File: config.mk
export PLATFORM = sky130hd
export DESIGN_NAME = mc_ctrl_flat
export DESIGN_NICKNAME = d
export VERILOG_FILES = /design/src/rtl/mc_ctrl_pkg.sv /design/src/rtl/mc_ctrl_if.sv /design/src/rtl/mc_ctrl_mem_wait_timer.sv /design/src/rtl/mc_ctrl.sv /design/src/flat_wrapper.sv
export SDC_FILE = /design/constraint.sdc
export NUM_CORES = 1
export LEC_CHECK = 0
export BUFFER_PORTS_ARGS = -buffer_cell sky130_fd_sc_hd__buf_2
export CORE_MARGIN = 5
export CORE_UTILIZATION = 52
export DETAILED_ROUTE_END_ITERATION = 7
export MAX_ROUTING_LAYER = met4
export PLACE_DENSITY = 0.79
export SLEW_MARGIN = 20
export SYNTH_ARGS = -nofsm -noshare
export SYNTH_HDL_FRONTEND = slang
export SYNTH_SLANG_ARGS = --single-unit
File: constraint.sdc
create_clock -name clk -period 1.72 [get_ports clk]
set_clock_uncertainty 0.05 [all_clocks]
set_input_delay 0 -clock clk [delete_from_list [all_inputs] [get_ports clk]]
set_output_delay 0 -clock clk [all_outputs]
set_load 0.02 [all_outputs]
File: src/rtl/mc_ctrl_pkg.sv
// Shared constants, state encoding and instruction classification for the
// multi-cycle RV32 control unit (OP-IMM, SW, BEQ/BNE).
package mc_ctrl_pkg;

    localparam logic [6:0] OP_IMM    = 7'b0010011;
    localparam logic [6:0] OP_STORE  = 7'b0100011;
    localparam logic [6:0] OP_BRANCH = 7'b1100011;

    localparam logic [2:0] F3_SW  = 3'b010;
    localparam logic [2:0] F3_BEQ = 3'b000;
    localparam logic [2:0] F3_BNE = 3'b001;

    localparam logic [1:0] ALU_ADD   = 2'b00;
    localparam logic [1:0] ALU_SUB   = 2'b01;
    localparam logic [1:0] ALU_FUNCT = 2'b10;

    localparam logic PC_SRC_SEQ = 1'b0;
    localparam logic PC_SRC_BR  = 1'b1;

    typedef enum logic [2:0] {
        IDLE   = 3'd0,
        FETCH  = 3'd1,
        DECODE = 3'd2,
        EXEC   = 3'd3,
        MEM    = 3'd4,
        WB     = 3'd5,
        TRAP   = 3'd6
    } state_t;

    typedef enum logic [1:0] {
        CLS_NONE   = 2'd0,
        CLS_OPIMM  = 2'd1,
        CLS_STORE  = 2'd2,
        CLS_BRANCH = 2'd3
    } instr_class_t;

    // CLS_NONE marks anything the datapath cannot execute; it sends DECODE to TRAP.
    function automatic instr_class_t classify(input logic [6:0] opcode,
                                              input logic [2:0] funct3);
        instr_class_t cls;
        cls = CLS_NONE;
        if (opcode == OP_IMM)
            cls = CLS_OPIMM;
        else if (opcode == OP_STORE && funct3 == F3_SW)
            cls = CLS_STORE;
        else if (opcode == OP_BRANCH && (funct3 == F3_BEQ || funct3 == F3_BNE))
            cls = CLS_BRANCH;
        return cls;
    endfunction

endpackage

File: src/rtl/mc_ctrl_if.sv
// Control/datapath bundle: IR fields and status in, memory handshake and
// datapath selects/enables out.
interface mc_ctrl_if;
    import mc_ctrl_pkg::*;

    logic [6:0] ir_opcode;
    logic [2:0] ir_funct3;
    logic       alu_zero;
    logic       mem_ready;

    logic       mem_req;
    logic       mem_we;
    logic       iord;
    logic       ir_write;
    logic       alu_src_b;
    logic [1:0] alu_op;
    logic       reg_write;
    logic       pc_write;
    logic       pc_src;
    logic       retire;
    logic       halt;
    logic       bus_err;

    modport master (
        input  ir_opcode, ir_funct3, alu_zero, mem_ready,
        output mem_req, mem_we, iord, ir_write, alu_src_b, alu_op,
               reg_write, pc_write, pc_src, retire, halt, bus_err
    );

    modport slave (
        output ir_opcode, ir_funct3, alu_zero, mem_ready,
        input  mem_req, mem_we, iord, ir_write, alu_src_b, alu_op,
               reg_write, pc_write, pc_src, retire, halt, bus_err
    );
endinterface

File: src/rtl/mc_ctrl_mem_wait_timer.sv
// Memory wait timer: counts consecutive un-ready cycles in a memory state and
// flags the last cycle allowed before a bus-error trap.
module mc_ctrl_mem_wait_timer #(
    parameter int LIMIT = 16
) (
    input  logic clk,
    input  logic rst,
    input  logic clear,
    input  logic inc,
    output logic expired
);
    localparam logic [7:0] LAST = 8'(LIMIT - 1);

    logic [7:0] count;

    // Clear wins so the count restarts on every memory-state entry.
    always_ff @(posedge clk or posedge rst) begin
        if (rst)
            count <= '0;
        else if (clear)
            count <= '0;
        else if (inc)
            count <= count + 8'd1;
    end

    assign expired = (count == LAST);

endmodule

File: src/rtl/mc_ctrl.sv
// Multi-cycle control unit: sequences fetch, decode, execute, store and
// write-back over a shared memory port, trapping on bad opcodes or timeouts.
module mc_ctrl
    import mc_ctrl_pkg::*;
#(
    parameter int WAIT_LIMIT = 16
) (
    input logic       clk,
    input logic       rst,
    mc_ctrl_if.master bus
);
    state_t       state;
    state_t       next_state;
    instr_class_t cls;
    logic         bus_err_q;
    logic         taken;
    logic         waiting;
    logic         expired;
    logic         timeout;

    logic       mem_req;
    logic       mem_we;
    logic       iord;
    logic       ir_write;
    logic       alu_src_b;
    logic [1:0] alu_op;
    logic       reg_write;
    logic       pc_write;
    logic       pc_src;
    logic       retire;
    logic       halt;
    logic       bus_err;

    assign cls     = classify(bus.ir_opcode, bus.ir_funct3);
    assign taken   = (bus.ir_funct3 == F3_BEQ &&  bus.alu_zero) ||
                     (bus.ir_funct3 == F3_BNE && !bus.alu_zero);
    assign waiting = (state == FETCH || state == MEM) && !bus.mem_ready;

    mc_ctrl_mem_wait_timer #(
        .LIMIT   (WAIT_LIMIT)
    ) u_wait_timer (
        .clk     (clk),
        .rst     (rst),
        .clear   (next_state != state),
        .inc     (waiting),
        .expired (expired)
    );

    always_ff @(posedge clk or posedge rst) begin
        if (rst) begin
            state     <= IDLE;
            bus_err_q <= 1'b0;
        end else begin
            state <= next_state;
            if (timeout)
                bus_err_q <= 1'b1;
        end
    end

    // mem_ready wins over an expiring timer, so a late completion still retires.
    always_comb begin
        next_state = state;
        timeout    = 1'b0;
        mem_req    = 1'b0;
        mem_we     = 1'b0;
        iord       = 1'b0;
        ir_write   = 1'b0;
        alu_src_b  = 1'b0;
        alu_op     = ALU_ADD;
        reg_write  = 1'b0;
        pc_write   = 1'b0;
        pc_src     = PC_SRC_SEQ;
        retire     = 1'b0;
        halt       = 1'b0;
        bus_err    = 1'b0;
        case (state)
            IDLE: next_state = FETCH;
            FETCH: begin
                mem_req = 1'b1;
                if (bus.mem_ready) begin
                    ir_write   = 1'b1;
                    next_state = DECODE;
                end else if (expired) begin
                    timeout    = 1'b1;
                    next_state = TRAP;
                end
            end
            DECODE: next_state = (cls == CLS_NONE) ? TRAP : EXEC;
            EXEC: begin
                case (cls)
                    CLS_OPIMM: begin
                        alu_src_b  = 1'b1;
                        alu_op     = ALU_FUNCT;
                        next_state = WB;
                    end
                    CLS_STORE: begin
                        alu_src_b  = 1'b1;
                        alu_op     = ALU_ADD;
                        next_state = MEM;
                    end
                    CLS_BRANCH: begin
                        alu_op     = ALU_SUB;
                        pc_write   = 1'b1;
                        pc_src     = taken ? PC_SRC_BR : PC_SRC_SEQ;
                        retire     = 1'b1;
                        next_state = FETCH;
                    end
                    default: next_state = TRAP;
                endcase
            end
            MEM: begin
                mem_req   = 1'b1;
                mem_we    = 1'b1;
                iord      = 1'b1;
                alu_src_b = 1'b1;
                alu_op    = ALU_ADD;
                if (bus.mem_ready) begin
                    pc_write   = 1'b1;
                    pc_src     = PC_SRC_SEQ;
                    retire     = 1'b1;
                    next_state = FETCH;
                end else if (expired) begin
                    timeout    = 1'b1;
                    next_state = TRAP;
                end
            end
            WB: begin
                reg_write  = 1'b1;
                pc_write   = 1'b1;
                pc_src     = PC_SRC_SEQ;
                retire     = 1'b1;
                next_state = FETCH;
            end
            TRAP: begin
                halt    = 1'b1;
                bus_err = bus_err_q;
            end
            default: next_state = IDLE;
        endcase
    end

    assign bus.mem_req   = mem_req;
    assign bus.mem_we    = mem_we;
    assign bus.iord      = iord;
    assign bus.ir_write  = ir_write;
    assign bus.alu_src_b = alu_src_b;
    assign bus.alu_op    = alu_op;
    assign bus.reg_write = reg_write;
    assign bus.pc_write  = pc_write;
    assign bus.pc_src    = pc_src;
    assign bus.retire    = retire;
    assign bus.halt      = halt;
    assign bus.bus_err   = bus_err;

endmodule

File: src/flat_wrapper.sv
// flat-port wrapper written by rule: the top's interface ports become plain ports
module mc_ctrl_flat import mc_ctrl_pkg::*;
#(
    parameter int WAIT_LIMIT = 16
)
  (clk, rst, bus_ir_opcode, bus_ir_funct3, bus_alu_zero, bus_mem_ready, bus_mem_req, bus_mem_we, bus_iord, bus_ir_write, bus_alu_src_b, bus_alu_op, bus_reg_write, bus_pc_write, bus_pc_src, bus_retire, bus_halt, bus_bus_err);
  mc_ctrl_if bus_i ();
  input logic clk;
  input logic rst;
  input wire logic [$bits(bus_i.ir_opcode)-1:0] bus_ir_opcode;
  input wire logic [$bits(bus_i.ir_funct3)-1:0] bus_ir_funct3;
  input wire logic [$bits(bus_i.alu_zero)-1:0] bus_alu_zero;
  input wire logic [$bits(bus_i.mem_ready)-1:0] bus_mem_ready;
  output wire logic [$bits(bus_i.mem_req)-1:0] bus_mem_req;
  output wire logic [$bits(bus_i.mem_we)-1:0] bus_mem_we;
  output wire logic [$bits(bus_i.iord)-1:0] bus_iord;
  output wire logic [$bits(bus_i.ir_write)-1:0] bus_ir_write;
  output wire logic [$bits(bus_i.alu_src_b)-1:0] bus_alu_src_b;
  output wire logic [$bits(bus_i.alu_op)-1:0] bus_alu_op;
  output wire logic [$bits(bus_i.reg_write)-1:0] bus_reg_write;
  output wire logic [$bits(bus_i.pc_write)-1:0] bus_pc_write;
  output wire logic [$bits(bus_i.pc_src)-1:0] bus_pc_src;
  output wire logic [$bits(bus_i.retire)-1:0] bus_retire;
  output wire logic [$bits(bus_i.halt)-1:0] bus_halt;
  output wire logic [$bits(bus_i.bus_err)-1:0] bus_bus_err;
  assign bus_i.ir_opcode = bus_ir_opcode;
  assign bus_i.ir_funct3 = bus_ir_funct3;
  assign bus_i.alu_zero = bus_alu_zero;
  assign bus_i.mem_ready = bus_mem_ready;
  assign bus_mem_req = bus_i.mem_req;
  assign bus_mem_we = bus_i.mem_we;
  assign bus_iord = bus_i.iord;
  assign bus_ir_write = bus_i.ir_write;
  assign bus_alu_src_b = bus_i.alu_src_b;
  assign bus_alu_op = bus_i.alu_op;
  assign bus_reg_write = bus_i.reg_write;
  assign bus_pc_write = bus_i.pc_write;
  assign bus_pc_src = bus_i.pc_src;
  assign bus_retire = bus_i.retire;
  assign bus_halt = bus_i.halt;
  assign bus_bus_err = bus_i.bus_err;
  mc_ctrl #(.WAIT_LIMIT(WAIT_LIMIT)) u_core (.clk(clk), .rst(rst), .bus(bus_i));
endmodule
---- After elaboration in Yosys (flattened, before gate mapping) ----
Index checks and enable logic that the tools add are counted.
operators by class
  add/subtract/negate cells ............... 1
  equality and inequality tests ........... 16
  muxes and demuxes ....................... 30
  reduce and logical (&&, ||, !) cells .... 17
operator list
  operator                                                                count
  3-bit case mux with 6 select lines                                      1
  8-bit two-way mux                                                       2
  1-bit two-way mux                                                       15
  3-bit two-way mux                                                       4
  3-bit by 2-bit equality test with 1-bit output (second input constant)  3
  3-bit equality test (second input constant)                             3
  3-bit case mux with 3 select lines                                      1
  8-bit by 1-bit adder with 8-bit output (second input constant)          1
  8-bit by 4-bit equality test with 1-bit output (second input constant)  1
  2-bit two-way mux                                                       4
  7-bit by 5-bit equality test with 1-bit output (second input constant)  1
  7-bit by 6-bit equality test with 1-bit output (second input constant)  1
  7-bit equality test (second input constant)                             1
  3-bit by 1-bit equality test with 1-bit output (second input constant)  2
  3-bit zero test                                                         2
  2-bit OR reduction                                                      3
  1-bit logical AND                                                       5
  2-bit equality test (second input constant)                             2
  2-bit case mux with 2 select lines                                      1
  1-bit logical OR                                                        3
  3-bit inequality test                                                   1
  1-bit case mux with 3 select lines                                      1
  2-bit by 1-bit equality test with 1-bit output (second input constant)  1
  1-bit zero test                                                         2
  3 further kinds                                                         3
word-level totals
  register bits ........................... 12
  word-level logic and storage cells ...... 67

---- Depth between registers and ports, before layout ----
  depth in word-level cells ............... 11
  mapped depth ............................ 9

---- Hierarchy ----
A second synthesis with hierarchy kept.
unflattened totals
  cells, all modules ...................... 115
  area, all modules ....................... 955.9 sq um
modules (own cells, without submodules)
  module                  times used  cells each  area each (sq um)
  mc_ctrl                 1           75          548.0
  mc_ctrl_mem_wait_timer  1           40          407.9

---- Worst setup path after synthesis ----
OpenSTA, ideal clock, no wires.
  path type ............................... input-to-reg
  start point ............................. input bus_ir_opcode[5]
  end point ............................... register u_core.u_wait_timer.count[0]
  arrival time ............................ 1612 ps
  required time ........................... 1580 ps
  setup slack ............................. -32 ps
  stages .................................. 8
  path buffers ............................ 0
  cells stage by stage .................... or3b_1 -> o41a_1 -> nor2_1 -> ha_1 -> a21boi_0 -> o21ai_0 -> nand3_1 -> a211oi_2
between the ends
  longest elaborated chain between the ends .. 10
RTL lines
  item                                                                     RTL line                      text
  from (decl)                                                              flat_wrapper.sv:10            input wire logic [$bits(bus_i.ir_opcode)-1:0] bus_ir_opcode;
  7-bit equality test                                                      mc_ctrl_pkg.sv:46             else if (opcode == OP_BRANCH && (funct3 == F3_BEQ || funct3 == F3_BNE))
  1-bit logical AND                                                        mc_ctrl_pkg.sv:46
  2-bit two-way mux                                                        mc_ctrl_pkg.sv:46
  2-bit two-way mux                                                        mc_ctrl_pkg.sv:44             else if (opcode == OP_STORE && funct3 == F3_SW)
  2-bit two-way mux *                                                      mc_ctrl_pkg.sv:42             if (opcode == OP_IMM)
  2-bit equality test (tied with other cells)                              mc_ctrl.sv:90                 case (cls)
  3-bit case mux with 3 select lines or 3-bit two-way mux (tied branches)  mc_ctrl.sv:90, mc_ctrl.sv:88
  3-bit case mux with 6 select lines *                                     mc_ctrl.sv:76                 case (state)
  3-bit inequality test *                                                  mc_ctrl.sv:44                 .clear (next_state != state),
  8-bit two-way mux or 2-bit nonzero test (tied branches)                  --
  to (signal assigned)                                                     mc_ctrl_mem_wait_timer.sv:23  count <= count + 8'd1;
  to (decl)                                                                mc_ctrl_mem_wait_timer.sv:14  logic [7:0] count;
Mark *: on every way between the ends. The rest lies on a longest branch, timed or not.
A chain may end at the register's enable or synchronous reset.

---- Worst setup path after layout ----
  start point ............................. input bus_ir_opcode[6]
  end point ............................... output bus_pc_src
between the ends
  longest elaborated chain between the ends .. 8
RTL lines
  item                   RTL line            text
  7-bit equality test    mc_ctrl_pkg.sv:46
  1-bit logical AND      mc_ctrl_pkg.sv:46
  2-bit two-way mux      mc_ctrl_pkg.sv:46
  2-bit two-way mux      mc_ctrl_pkg.sv:44
  2-bit two-way mux *    mc_ctrl_pkg.sv:42
  2-bit equality test *  mc_ctrl.sv:90
  1-bit two-way mux *    mc_ctrl.sv:90
  1-bit two-way mux *    --
  to (decl)              flat_wrapper.sv:22  output wire logic [$bits(bus_i.pc_src)-1:0] bus_pc_src;
Marks and branches as above.

==> impl_metrics.prom <==
# TYPE chip_impl_metric gauge
chip_impl_info{name="status",value="finished with violations"} 1
chip_impl_info{name="failed_checks",value="negative setup slack"} 1
chip_impl_metric{name="synth_compound_gate_area_share",unit=""} 0.256
chip_impl_metric{name="synth_xor_xnor_area_share",unit=""} 0.0773
chip_impl_info{name="cpLargestDelayFamily",value="simple AND/OR/NAND/NOR gates"} 1
chip_impl_info{name="cts_root_buf",value="sky130_fd_sc_hd__clkbuf_4"} 1
chip_impl_metric{name="synth_enable_flop_cells",unit=""} 0
chip_impl_metric{name="power.share.sequential",unit=""} 0.236
chip_impl_info{name="critical_path.reg2reg.startpoint",value="u_core.u_wait_timer.count[4]$_DFFE_PP0P_"} 1
chip_impl_info{name="startpoint_type",value="input port"} 1
chip_impl_metric{name="drv_cap",unit=""} 0
chip_impl_metric{name="floorplan.rows",unit=""} 16
chip_impl_metric{name="synth_adder_area_share",unit=""} 0.0613
chip_impl_metric{name="cts-htree-levels",unit=""} 1
chip_impl_info{name="cp-startpoint",value="bus_ir_opcode[6]"} 1
chip_impl_metric{name="clock_sinks",unit=""} 12
chip_impl_metric{name="first_global_vias",unit=""} 989
chip_impl_info{name="worst_setup_path_end_kind",value="output port"} 1
chip_impl_metric{name="wp_data_arrival",unit="ns"} 1.69
chip_impl_info{name="cts_tree",value="done"} 1
chip_impl_metric{name="post-route-period-util",unit=""} 1.01
chip_impl_metric{name="vias_per_cell",unit=""} 5.64
chip_impl_info{name="reg2reg_to",value="u_core.u_wait_timer.count[1]$_DFFE_PP0P_"} 1
chip_impl_metric{name="grt_pass1_wl",unit="um"} 4450
chip_impl_metric{name="routabilityCongestion",unit=""} 0.936
chip_impl_metric{name="synth_largest_type_area_fraction",unit=""} 0.294
chip_impl_info{name="synth.area.top_cells",value="sky130_fd_sc_hd__dfrtp_1 (29%), sky130_fd_sc_hd__a211oi_2 (9.8%), sky130_fd_sc_hd__xor2_1 (6.9%)"} 1
chip_impl_metric{name="globalRouteOverflowTotal",unit=""} 0
chip_impl_metric{name="clock_power_share",unit=""} 0.133
chip_impl_metric{name="post_detailed_route_count_of_antenna_violating_nets",unit=""} 0
chip_impl_metric{name="n_fill_cell",unit=""} 153
chip_impl_metric{name="fin_hold_ws",unit="ns"} 0.00256
chip_impl_info{name="crit_path_top_delay_cell",value="sky130_fd_sc_hd__or3b_4"} 1
chip_impl_metric{name="initial_core_util",unit=""} 0.531
chip_impl_metric{name="timing.final.ws_setup",unit="ns"} -0.0185
chip_impl_metric{name="detailroute.via_count",unit=""} 1072
chip_impl_metric{name="yosysWarningCount",unit=""} 0
chip_impl_metric{name="tightestPinTransition",unit="ns"} 0.457
chip_impl_metric{name="post_synth_num_cell_types",unit=""} 41
chip_impl_info{name="critical_path_class",value="in2out"} 1
chip_impl_metric{name="cts.path.max_buffers",unit=""} 2
chip_impl_metric{name="final-max-slew-violation-count",unit=""} 0
chip_impl_metric{name="power.density_cell_area",unit="mW/mm2"} 1210
chip_impl_metric{name="p_leak",unit="nW"} 0.681
chip_impl_metric{name="clk_pin_slew",unit="ns"} 0.08
chip_impl_info{name="crit_chain",value="buf_2 > or3b_4 > o41a_1 > nor2_2 > buf_4 > ha_1 > nand3_2 > nor4_2 > buf_4"} 1
chip_impl_info{name="hold_class",value="in2reg"} 1
chip_impl_metric{name="antenna_cells_inserted",unit=""} 0
chip_impl_info{name="rsz0062_at_grt",value="true"} 1
chip_impl_info{name="critPathMostFrequentCell",value="sky130_fd_sc_hd__buf_4"} 1
chip_impl_metric{name="critical_path_depth",unit=""} 9
chip_impl_metric{name="layout.cell_area.non_filler",unit="mm2"} 0.00145
chip_impl_metric{name="cp.buffers_inverters",unit=""} 3
chip_impl_info{name="post-synth-top-count-cell",value="sky130_fd_sc_hd__dfrtp_1"} 1
chip_impl_metric{name="synth.avg_cell_area",unit="um2"} 8.94
chip_impl_metric{name="post_synth_and_or_nand_nor_area_fraction",unit=""} 0.233
chip_impl_metric{name="timing.critical_path.slowest_cell_delay",unit="ns"} 0.37
chip_impl_metric{name="share_comb_of_total_power",unit=""} 0.631
chip_impl_metric{name="grt_antenna_before_repair",unit=""} 0
chip_impl_metric{name="total_switching_power",unit="mW"} 0.829
chip_impl_metric{name="power.internal",unit="mW"} 0.930
chip_impl_metric{name="rr_worst_depth",unit=""} 6
chip_impl_metric{name="wire_per_inst",unit="um"} 15.6
chip_impl_metric{name="die_height",unit="um"} 54.3
chip_impl_metric{name="floorplan_core_area",unit="mm2"} 0.00192
chip_impl_metric{name="synthesized_flop_and_latch_total",unit=""} 12
chip_impl_info{name="synth_flop_cell",value="sky130_fd_sc_hd__dfrtp_1"} 1
chip_impl_metric{name="setup_tns",unit="ns"} -0.0185
chip_impl_metric{name="routed_wirelength",unit="um"} 2960
chip_impl_metric{name="io-pin-count",unit=""} 27
chip_impl_info{name="synth_top_family_by_area",value="compound AO/OA/AOI/OAI gates"} 1
chip_impl_metric{name="grtUsageTotal",unit=""} 0.218
chip_impl_metric{name="die_width",unit="um"} 54.3
chip_impl_metric{name="switching_power_as_a_share_of_total_power",unit=""} 0.471
chip_impl_metric{name="syn2layout_area_growth",unit="%"} 42.3
chip_impl_metric{name="max_slew_margin",unit=""} 0.695
chip_impl_metric{name="post_synth_instance_area",unit="mm2"} 0.00102
chip_impl_metric{name="path_max_fanout",unit=""} 4
chip_impl_metric{name="syn-num-nets",unit=""} 133
chip_impl_metric{name="final-setup-viol-count",unit=""} 1
chip_impl_metric{name="required",unit="ns"} 1.67
chip_impl_metric{name="min_period",unit="ns"} 1.74
chip_impl_metric{name="hold_viol_final",unit=""} 0
chip_impl_metric{name="die_area",unit="mm2"} 0.00295
chip_impl_metric{name="design.final.nets",unit=""} 183
chip_impl_info{name="synth.cells.most_frequent",value="sky130_fd_sc_hd__dfrtp_1 (12), sky130_fd_sc_hd__a211oi_2 (8), sky130_fd_sc_hd__xor2_1 (8)"} 1
chip_impl_metric{name="post_dp_cell_area",unit="mm2"} 0.00131
chip_impl_info{name="synth_area_leader_cell",value="sky130_fd_sc_hd__dfrtp_1"} 1
chip_impl_metric{name="port-buffer-count",unit=""} 26
chip_impl_metric{name="reg2reg_slack",unit="ns"} 0.12
chip_impl_metric{name="asyncSetResetFlopFracSynth",unit=""} 1.00
chip_impl_metric{name="hpwlAfterDp",unit="um"} 2140
chip_impl_metric{name="max_freq",unit="MHz"} 575
chip_impl_metric{name="yosysSeqAreaShare",unit=""} 0.294
chip_impl_metric{name="layout-drive-gt1-share",unit=""} 0.479
chip_impl_metric{name="clock_latency_of_the_later_clocked_register_in_the_worst_skew_pair",unit="ns"} 0.28
chip_impl_metric{name="post_synth_inst_count",unit=""} 114
chip_impl_metric{name="grt_max_degree",unit=""} 13
chip_impl_metric{name="cts_buffers",unit=""} 3
chip_impl_info{name="critical_path.endpoint",value="bus_pc_src"} 1
chip_impl_metric{name="drt-initial-drc-count",unit=""} 42
chip_impl_metric{name="drt_drc_violations_left",unit=""} 0
chip_impl_metric{name="drt_first_pass_iters",unit=""} 4
chip_impl_metric{name="peakVddDrop",unit="mV"} 1.16
chip_impl_metric{name="muxShareOfSynthArea",unit=""} 0.00982
## metrics by stage
| step | utilization | total power [mW] | setup slack (ns) | instances |
|---|---|---|---|---|
| global route | 0.755 | 1.88 | -0.107 | 190 |
| detailed placement | 0.679 | 1.40 | -0.269 | 180 |
| global placement | 0.679 | 1.38 | -0.185 | 180 |
| finish | 0.755 | 1.76 | -0.0185 | 190 |
| floorplan | - | 1.04 | 0.00853 | 114 |
| CTS | 0.711 | 1.65 | 0.00651 | 185 |
## area by class of cell
cell class	instances	area (um2)	share of cell area
Multi-Input combinational cell	88	713	0.491
Timing Repair Buffer	51	335	0.231
Sequential cell	12	303	0.209
Clock buffer	4	36.3	0.0250
Tap cell	27	33.8	0.0233
Inverter	8	30.0	0.0207
## worst min path at each step
| stage | start | to | cells after the start |
|---|---|---|---|
| 2_1_floorplan | rst | u_core.bus_err_q$_DFFE_PP0P_ | 1 |
| 3_3_place_gp | rst | u_core.bus_err_q$_DFFE_PP0P_ | 2 |
| 3_5_place_dp | rst | u_core.bus_err_q$_DFFE_PP0P_ | 2 |
| 4_1_cts | bus_mem_ready | u_core.state[1]$_DFF_PP0_ | 3 |
| 5_1_grt | bus_mem_ready | u_core.state[1]$_DFF_PP0_ | 3 |
| 6_report | bus_mem_ready | u_core.state[1]$_DFF_PP0_ | 3 |
## worst min-delay path, cell delays in order
cell	delay [ns]
sky130_fd_sc_hd__buf_2	0.12
sky130_fd_sc_hd__o22ai_1	0.10
sky130_fd_sc_hd__a21oi_1	0.08
## flip-flops by register name (all words and copies together) (netlist names)
| name | flops |
|---|---|
| u_core.state | 3 |
| u_core.bus_err_q | 1 |
| u_core.u_wait_timer.count | 8 |
## power groups by stage
| stage | logic [mW] | clock network [mW] | registers (mW) |
|---|---|---|---|
| 2_1_floorplan | 0.670 | 0 | 0.365 |
| 6_report | 1.11 | 0.234 | 0.416 |
| 5_1_grt | 1.20 | 0.255 | 0.428 |
| 3_5_place_dp | 0.992 | 0 | 0.409 |
| 4_1_cts | 1.00 | 0.234 | 0.414 |
| 3_3_place_gp | 0.969 | 0 | 0.408 |
## placed cells by master, fill, tap and decap left out, drive strengths merged, types with 5 or more instances in the layout
master	instances
a211oi	8
and2	6
buf	50
dfrtp	12
ha	5
inv	8
nand3	6
nor2	7
o21ai	7
xor2	8
## logic make-up (layout without fill, tap and decap cells)
kind of cell	Yosys count	after routing
adder cells (fa/ha/maj)	5	5
multiplexers	1	1
AO/OA/AOI/OAI	30	30
AND/OR/NAND/NOR	43	43
flip-flops	12	12
XOR/XNOR	9	9
buffers and inverters	14	63
## layer usage
layer,global-route usage,vias to the layer above,part of all wire
met1,0.264,514,0.41
li1,-,514,-
met2,0.357,37,0.51
met5,-,-,0
met4,0.0747,0,0.017
met3,0.0463,7,0.061
## timing repair
| action | in CTS | in global routing |
|---|---|---|
| gates resized for setup | 4 | 12 |
| pin swaps | 0 | 3 |
| endpoints found under the setup margin | 12 | 12 |
| hold buffers | 1 | 0 |
| endpoints found under the hold margin | 12 | 0 |
| buffers inserted | 0 | 5 |
No activity file was read; power rests on OpenSTA's default activity.
